## src/rtl/pipe_pkg.sv

```systemverilog
// Shared pipeline definitions: result classes, opcode/funct constants, MD sequencer states.
// Also used by the result-class translator, so keep the encodings stable.
package pipe_pkg;

  typedef enum logic [1:0] {
    RES_NW  = 2'b00,
    RES_ALU = 2'b01,
    RES_DM  = 2'b10,
    RES_PC  = 2'b11
  } res_t;

  typedef enum logic {
    MD_IDLE = 1'b0,
    MD_BUSY = 1'b1
  } md_state_t;

  localparam logic [5:0] OP_RTYPE = 6'h00;
  localparam logic [5:0] OP_J     = 6'h02;
  localparam logic [5:0] OP_JAL   = 6'h03;
  localparam logic [5:0] OP_BEQ   = 6'h04;
  localparam logic [5:0] OP_BNE   = 6'h05;
  localparam logic [5:0] OP_LUI   = 6'h0F;
  localparam logic [5:0] OP_SW    = 6'h2B;

  localparam logic [5:0] FN_JR    = 6'h08;
  localparam logic [5:0] FN_MFHI  = 6'h10;
  localparam logic [5:0] FN_MTHI  = 6'h11;
  localparam logic [5:0] FN_MFLO  = 6'h12;
  localparam logic [5:0] FN_MTLO  = 6'h13;
  localparam logic [5:0] FN_MULT  = 6'h18;
  localparam logic [5:0] FN_MULTU = 6'h19;
  localparam logic [5:0] FN_DIV   = 6'h1A;
  localparam logic [5:0] FN_DIVU  = 6'h1B;

  // mult/multu/div/divu: the instructions that actually occupy the unit
  function automatic logic is_md_op(input logic [31:0] ins);
    return (ins[31:26] == OP_RTYPE) && (ins[5:2] == FN_MULT[5:2]);
  endfunction

  function automatic logic is_md_div(input logic [31:0] ins);
    return is_md_op(ins) && ins[1];
  endfunction

  // any of the 8 instructions that touch HI/LO
  function automatic logic is_md_any(input logic [31:0] ins);
    return (ins[31:26] == OP_RTYPE) &&
           ((ins[5:2] == FN_MULT[5:2]) || (ins[5:2] == FN_MFHI[5:2]));
  endfunction

endpackage

```

## src/rtl/md_seq.sv

```systemverilog
// Multiply/divide occupancy sequencer: IDLE/BUSY state plus a down-counter of remaining cycles.
module md_seq
  import pipe_pkg::*;
#(
  parameter int MULT_CYC = 5,
  parameter int DIV_CYC  = 10
) (
  input  logic        clk,
  input  logic        rst_n,
  input  logic [31:0] instr_e,
  output logic        md_start,
  output logic        md_busy
);

  localparam logic [3:0] MULT_LOAD = 4'(MULT_CYC - 2);
  localparam logic [3:0] DIV_LOAD  = 4'(DIV_CYC - 2);

  md_state_t  state_q;
  logic [3:0] cnt_q;

  // The start cycle itself counts as busy, so the counter covers only the remaining cycles.
  assign md_start = rst_n && (state_q == MD_IDLE) && is_md_op(instr_e);
  assign md_busy  = md_start || (state_q == MD_BUSY);

  always_ff @(posedge clk or negedge rst_n) begin
    if (!rst_n) begin
      state_q <= MD_IDLE;
      cnt_q   <= '0;
    end else begin
      case (state_q)
        MD_IDLE: begin
          if (md_start) begin
            state_q <= MD_BUSY;
            cnt_q   <= is_md_div(instr_e) ? DIV_LOAD : MULT_LOAD;
          end
        end
        MD_BUSY: begin
          if (cnt_q == 4'd0) state_q <= MD_IDLE;
          else               cnt_q   <= cnt_q - 4'd1;
        end
        default: begin
          state_q <= MD_IDLE;
          cnt_q   <= '0;
        end
      endcase
    end
  end

endmodule

```

## src/rtl/hazard_ctrl.sv

```systemverilog
// Pipeline hazard controller: load-use, Tuse=0 branch/jump and MD-unit stalls, plus a stall counter.
module hazard_ctrl
  import pipe_pkg::*;
#(
  parameter int MULT_CYC = 5,
  parameter int DIV_CYC  = 10
) (
  input  logic        clk,
  input  logic        rst_n,
  input  logic [31:0] instr_d,
  input  logic [31:0] instr_e,
  input  logic [1:0]  res_e,
  input  logic [1:0]  res_m,
  input  logic [4:0]  a3_e,
  input  logic [4:0]  a3_m,
  output logic        stall,
  output logic        md_start,
  output logic        md_busy,
  output logic [31:0] stall_cnt
);

  logic [5:0]  op_d;
  logic [5:0]  fn_d;
  logic [4:0]  rs_d;
  logic [4:0]  rt_d;
  logic        use_rs;
  logic        use_rt;
  logic        tuse0;
  logic        match_e;
  logic        match_m;
  logic        stall_lu;
  logic        stall_br;
  logic        stall_md;
  logic [31:0] stall_cnt_q;
  logic [31:0] stall_cnt_d;

  assign op_d = instr_d[31:26];
  assign fn_d = instr_d[5:0];
  assign rs_d = instr_d[25:21];
  assign rt_d = instr_d[20:16];

  always_comb begin
    use_rs = 1'b1;
    use_rt = 1'b0;
    case (op_d)
      OP_RTYPE: begin
        case (fn_d)
          FN_JR, FN_MTHI, FN_MTLO: begin use_rs = 1'b1; use_rt = 1'b0; end
          FN_MFHI, FN_MFLO:        begin use_rs = 1'b0; use_rt = 1'b0; end
          default:                 begin use_rs = 1'b1; use_rt = 1'b1; end
        endcase
      end
      OP_BEQ, OP_BNE, OP_SW: begin use_rs = 1'b1; use_rt = 1'b1; end
      OP_J, OP_JAL, OP_LUI:  begin use_rs = 1'b0; use_rt = 1'b0; end
      default:               begin use_rs = 1'b1; use_rt = 1'b0; end
    endcase
  end

  // $0 is hard-wired, so a zero destination never produces a hazard.
  assign match_e = (a3_e != 5'd0) &&
                   ((use_rs && (rs_d == a3_e)) || (use_rt && (rt_d == a3_e)));
  assign match_m = (a3_m != 5'd0) &&
                   ((use_rs && (rs_d == a3_m)) || (use_rt && (rt_d == a3_m)));

  assign tuse0    = (op_d == OP_BEQ) || ((op_d == OP_RTYPE) && (fn_d == FN_JR));
  assign stall_lu = match_e && (res_e == RES_DM);
  assign stall_br = tuse0 &&
                    ((match_e && ((res_e == RES_ALU) || (res_e == RES_DM))) ||
                     (match_m && (res_m == RES_DM)));
  assign stall_md = is_md_any(instr_d) && md_busy;
  assign stall    = stall_lu || stall_br || stall_md;

  md_seq #(
    .MULT_CYC (MULT_CYC),
    .DIV_CYC  (DIV_CYC)
  ) u_md_seq (
    .clk      (clk),
    .rst_n    (rst_n),
    .instr_e  (instr_e),
    .md_start (md_start),
    .md_busy  (md_busy)
  );

  assign stall_cnt_d = (stall && (stall_cnt_q != 32'hFFFF_FFFF)) ? stall_cnt_q + 32'd1
                                                                 : stall_cnt_q;

  always_ff @(posedge clk or negedge rst_n) begin
    if (!rst_n) stall_cnt_q <= '0;
    else        stall_cnt_q <= stall_cnt_d;
  end

  assign stall_cnt = stall_cnt_q;

endmodule

```

## config.mk

```make
export PLATFORM = sky130hd
export DESIGN_NAME = hazard_ctrl
export DESIGN_NICKNAME = d
export VERILOG_FILES = /design/src/rtl/pipe_pkg.sv /design/src/rtl/md_seq.sv /design/src/rtl/hazard_ctrl.sv
export SDC_FILE = /design/constraint.sdc
export NUM_CORES = 1
export LEC_CHECK = 0
export CAP_MARGIN = 15
export CELL_PAD_IN_SITES_DETAIL_PLACEMENT = 1
export CELL_PAD_IN_SITES_GLOBAL_PLACEMENT = 2
export CORE_UTILIZATION = 21
export CTS_BUF_LIST = sky130_fd_sc_hd__clkbuf_4 sky130_fd_sc_hd__clkbuf_8 sky130_fd_sc_hd__clkbuf_16
export CTS_CLUSTER_SIZE = 20
export DETAILED_ROUTE_END_ITERATION = 8
export GPL_TIMING_DRIVEN = 0
export HOLD_SLACK_MARGIN = 0.05
export PLACE_DENSITY = 0.77
export RECOVER_POWER = 25
export SLEW_MARGIN = 20
export SYNTH_ARGS = -nofsm -noshare
export SYNTH_HDL_FRONTEND = slang
export SYNTH_SLANG_ARGS = --single-unit
```

## constraint.sdc

```tcl
create_clock -name clk -period 2.6 [get_ports clk]
set_clock_uncertainty 0.2 [all_clocks]
set_input_delay 0.39 -clock clk [delete_from_list [all_inputs] [get_ports clk]]
set_output_delay 0.39 -clock clk [all_outputs]
set_load 0.05 [all_outputs]
```

Yosys cells after proc, flatten, opt, wreduce, memory -nomap -nowiden
Cells that the tools add are included.
W data, S select, Z words.

storage, ports and cells
  output and inout port bits = 35
  logic and storage cells = 78
  input port bits = 80
  bits in registers = 37

operators by class
  add/sub/neg operators = 2
  bitwise operators = 1
  reductions and logical operators = 37
  muxes and demuxes = 11
  equality and inequality tests = 24

operator list
  operator                 count
  $add A32 B1 Y32 const B  1
  $ne A32 B32 Y1 const B   1
  $eq A6 B5 Y1 const B     4
  $eq A5 B5 Y1             4
  $logic_and A1 B1 Y1      18
  $eq A4 B3 Y1 const B     3
  $eq A6 B2 Y1 const B     2
  $eq A6 B3 Y1 const B     2
  $eq A6 B4 Y1 const B     2
  $logic_not A6 Y1         2
  $mux W4                  3
  $reduce_bool A5 Y1       2
  $logic_or A1 B1 Y1       9
  $pmux W4 S2              1
  $eq A6 B6 Y1 const B     1
  $pmux W1 S2              3
  $reduce_or A3 Y1         2
  $reduce_or A5 Y1         1
  $eq A2 B2 Y1 const B     2
  $logic_not A4 Y1         1
  $mux W1                  4
  $sub A4 B1 Y4 const B    1
  $eq A2 B1 Y1 const B     1
  $ne A2 B1 Y1 const B     1
  4 further kinds          4

Depth between registers and ports, before layout
  word-level depth = 13
  depth in mapped cells = 10
  gate-level depth less buffers = 8

Hierarchy
A second synthesis with hierarchy kept.

unflattened totals
  cells, all modules = 236
  area, all modules = 2326.0 µm²

modules (own cells, without submodules)
  module       area each (µm²)  cells each  instances  seq. area each (µm²)
  hazard_ctrl  1949.4           197         1          800.8
  md_seq       376.6            39          1          125.1

Worst setup path before layout
OpenSTA, ideal clock, no wires.

  path kind = flip-flop to flip-flop
  from = register stall_cnt_q[0] (netlist: stall_cnt[0])
  to = register stall_cnt_q[15] (netlist: stall_cnt[15])
  slack = -0.622 ns
  period minus slack after synthesis = 3.222 ns
  library setup time = 0.146 ns
  cell stages (with the launch flop) = 10
  arrival time = 2.876 ns
  buffers on the path = 1
  required time = 2.254 ns
  path through = dfrtp_1 > ha_1 > nand2_1 > nor3_1 > nand3_1 > nand2b_1 > nor2_1 > buf_2 > nor3_1 > xor2_1

between the ends
  cells in the longest elaborated chain, start to end = 2
  elaborated cells between the ends (all ways) = 3
  classes of those cells = add/sub: 1; eq/ne: 1; reduce/logical: 1

RTL lines
  what                                                     RTL line           source
  start: declaration                                       hazard_ctrl.sv:34  logic [31:0] stall_cnt_q;
  start signal: assignment                                 hazard_ctrl.sv:89  else stall_cnt_q <= stall_cnt_d;
  branches (longest 2 deep; another with $add A32 B1 Y32)  -

Parallel ways; which one is timed is not known.
A chain may end at the register's enable or synchronous reset.

Worst setup path after layout
  from = input instr_d[26]
  to = output stall

between the ends
  cells in the longest elaborated chain, start to end = 11
  elaborated cells between the ends (all ways) = 30
  classes of those cells = eq/ne: 6; mux: 2; reduce/logical: 22

RTL lines
  what                                    RTL line                              source
  start: declaration                      hazard_ctrl.sv:10                     input logic [31:0] instr_d,
  $eq A6 B2 Y1 (tied with other cells)    hazard_ctrl.sv:45                     case (op_d)
  $reduce_or A3 Y1                        hazard_ctrl.sv:45
  $pmux W1 S2                             hazard_ctrl.sv:45
  $logic_and A1 B1 Y1 (on tied branches)  hazard_ctrl.sv:61, hazard_ctrl.sv:63
  $logic_or A1 B1 Y1 (on tied branches)   hazard_ctrl.sv:61, hazard_ctrl.sv:63
  $logic_and A1 B1 Y1 (on tied branches)  hazard_ctrl.sv:60, hazard_ctrl.sv:62
  $logic_and A1 B1 Y1 (on tied branches)  hazard_ctrl.sv:68, hazard_ctrl.sv:69
  $logic_or A1 B1 Y1                      hazard_ctrl.sv:68                     ((match_e && ((res_e == RES_ALU) || (res_e == RES_DM))) ||
  $logic_and A1 B1 Y1                     hazard_ctrl.sv:67                     assign stall_br = tuse0 &&
  $logic_or A1 B1 Y1                      hazard_ctrl.sv:71                     assign stall = stall_lu || stall_br || stall_md;
  $logic_or A1 B1 Y1 *                    hazard_ctrl.sv:71
  end: declaration                        hazard_ctrl.sv:16                     output logic stall,

Every way passes the cells marked *; elsewhere a longest branch is shown, timed or not.

==> results.tsv <==
metric	value	unit
critical path buffer and inverter count	5	
TritonRoute pass-1 iters	4	
die width	109	um
I/O Pins	115	
Final Net Count	433	
setup violation total in the final timing report	33	
row count	38	
Synth Cell Area	2400	um^2
Core Footprint	11000	um^2
Reg2Reg Setup Slack	-90	ps
CTS Buffer Depth	2	
IO buf count	83	
failing checks	negative setup slack	
Top FF cell, synth	dfrtp_1	
vias in the first global route	2487	
Synth Instances	241	
Routed Antenna Nets	0	
synthesized area per cell	9.94	um^2
WP data required	2010	ps
Yosys top cell area share	0.386	
HP Class	register to register	
worst slew pin tran	968	ps
drt drc	0	
first-pass GRT wire length	12500	um
post-synthesis async set-or-reset flop share	1.00	
Worst Setup End Kind	output port	
HPWL after detailed placement	5450	um
largest cells by area after synthesis	dfrtp_1 (39%), xor2_1 (15%), nor3_1 (4.4%), nand2_1 (4.1%), xnor2_1 (4.0%)	
Crit Path Category	input pin to output port	
Slew Limit Fails	0	
final core area utilization	0.383	
final hold vios	0	
Hold EP	stall_cnt[5]	
total gr overflow	0	
worst min-delay path startpoint	stall_cnt[5]	
CP Max Fanout	3	
CP Launch Point	instr_d[26]	
worst reg2reg path depth	9	
outcome	complete, but fails checks	
Starting Density	0.218	
setup TNS	-6690	ps
commonest non-fill, non-tap cell in the layout	clkdlybuf4s50_1	
area growth from synthesis to layout	75.4	%
via count	2271	
Rel. slew slack	0.352	
DR WL/cell	15.4	um
layout cells sized above 1	0.293	
Die Ht	109	um
vias per cell	4.63	
RSZ-0062 raised after global routing	yes	
period utilization	1.14	
Ys Warns	0	
Worst-Skew Late Latency	280	ps
antenna cell count	0	
crit start category	input pin	
CTS tree	built	
Synth area leader	dfrtp_1	
RePlAce Congestion	0.759	
P per Cell Area	400	nW/um^2
end of the worst register-to-register path	stall_cnt[1]	
total CTS buffers	5	
Synth cell types	44	
Worst Slack Setup Final	-371	ps
synthesized flop and latch total	37	
WL final	7550	um
Crit path max-delay family	simple AND/OR/NAND/NOR gates	
highest clock rate	337	MHz
htree depth	2	
Die Area	11800	um^2
Net Count, Synth	324	
cell mode on critical path	buf_8	
Place WS	-1470	ps
Root Driver	clkbuf_16	
CTS sink count	37	
most frequent cells in the layout	clkdlybuf4s50_1 (68), xor2_1 (40), dfrtp_1 (28)	
crit-path cells	buf_8, or3_4, or2_0, o32a_1, buf_4, o22ai_2, o221ai_2, and3_4, buf_8, clkinvlp_4, buf_8	
crit path DAT	2380	ps
fill count	1197	
Worst VDD drop	0.000281	V
Tmin final	2970	ps
register area share after synthesis	0.386	
CP max-delay cell	or3_4	
EDFF count, synth	0	
leakage	1.68	nW
r2r startpoint	stall_cnt[12]	
pin count of the biggest net entering global routing	20	
Hold Path Cell Cnt	1	
max cap viols	0	
initial antenna violation count	1	
clk slew on worst S/H paths	60	ps
initial drt markers	42	
Critical Path Max Stage Delay	370	ps
Global Route Usage Sum	0.137	
## power breakdown
part / leakage, nW / internal (mW) / switching, mW
clock: 0.0831 / 0.478 / 0.232
sequential: 0.486 / 0.612 / 0.0387
combinational: 1.11 / 0.159 / 0.163
## cell type report
cell class              count  area (um^2)  area share
clock inverters             2         37.5     0.00893
multi-input cells         191         1770       0.420
flip-flops and latches     37          937       0.223
repair buffers            103         1040       0.247
plain buffers               5         80.1      0.0191
well taps                 140          175      0.0417
clock buffers               6          139      0.0331
inverters                   7         30.0     0.00715
## cells by family (layout without fill, tap and decap cells)
| family | Yosys count | in the layout | synth area share |
|---|---|---|---|
| AOI/OAI and AO/OA | 16 | 16 | 0.0444 |
| buffers and inverters | 13 | 123 | 0.0345 |
| DFF | 37 | 37 | 0.386 |
| adders and majority gates | 3 | 3 | 0.0157 |
| xor gates and xnor gates | 51 | 51 | 0.186 |
| and+or+nand+nor | 118 | 118 | 0.319 |
| muxes | 3 | 3 | 0.0136 |
## layer usage
layer,part of all wire,vias to the layer above,global-route usage
met1,0.43,1116,0.167
met5,0,-,0
met3,0.051,7,0.0317
met4,0.0081,0,0.0232
met2,0.51,62,0.246
li1,-,1086,-
## synth_stat cells (all sizes together), types with 2 or more instances
master,number
xor2,40
dfrtp,37
nand2,26
nor3,21
nor2,13
nor4,12
nand3,11
xnor2,11
nor4b,8
inv,7
o21ai,7
and3,6
or3,6
buf,5
nand4,4
ha,3
a21oi,2
a32o,2
mux2,2
or4,2
## worst reg2reg max path: stages, from the launching register on
cell	delay, ps
dfrtp_2	410
and3_1	250
nand2_1	120
or3_1	440
nor2_2	230
nand2b_4	150
nor2_4	210
buf_4	220
nor2_4	70
mux2_4	290
## through the flow
stage	hold WS, ps	power (mW)	instances	area (um^2)
after global routing	298	1.77	491	4200
after global placement	266	0.950	464	3550
after CTS	273	1.70	489	4120
after floorplan	-106	0.794	241	2540
after detailed placement	189	0.965	465	3570
final	277	1.68	491	4200
## registers in the layout, indices dropped and copies added (netlist names)
name,cells
stall_cnt,32
u_md_seq.cnt_q,4
u_md_seq.state_q,1
## worst max path at each step
stage	end	slack [ps]	depth (start not counted)
6_report	stall	-370	11
5_1_grt	stall	-460	11
4_1_cts	stall	-330	11
3_5_place_dp	stall	-1470	11
3_3_place_gp	stall	-2030	9
2_1_floorplan	stall	-150	9
## timing repair
action | 4_1_cts | 5_1_grt
setup buffers | 12 | 4
hold buffers | 2 | 0
setup endpoints to repair | 35 | 35
gates cloned | 2 | 0
gates resized for setup | 102 | 23
hold endpoints to repair | 18 | 0
pin swaps | 44 | 18
(Power assumes the default switching activity.)
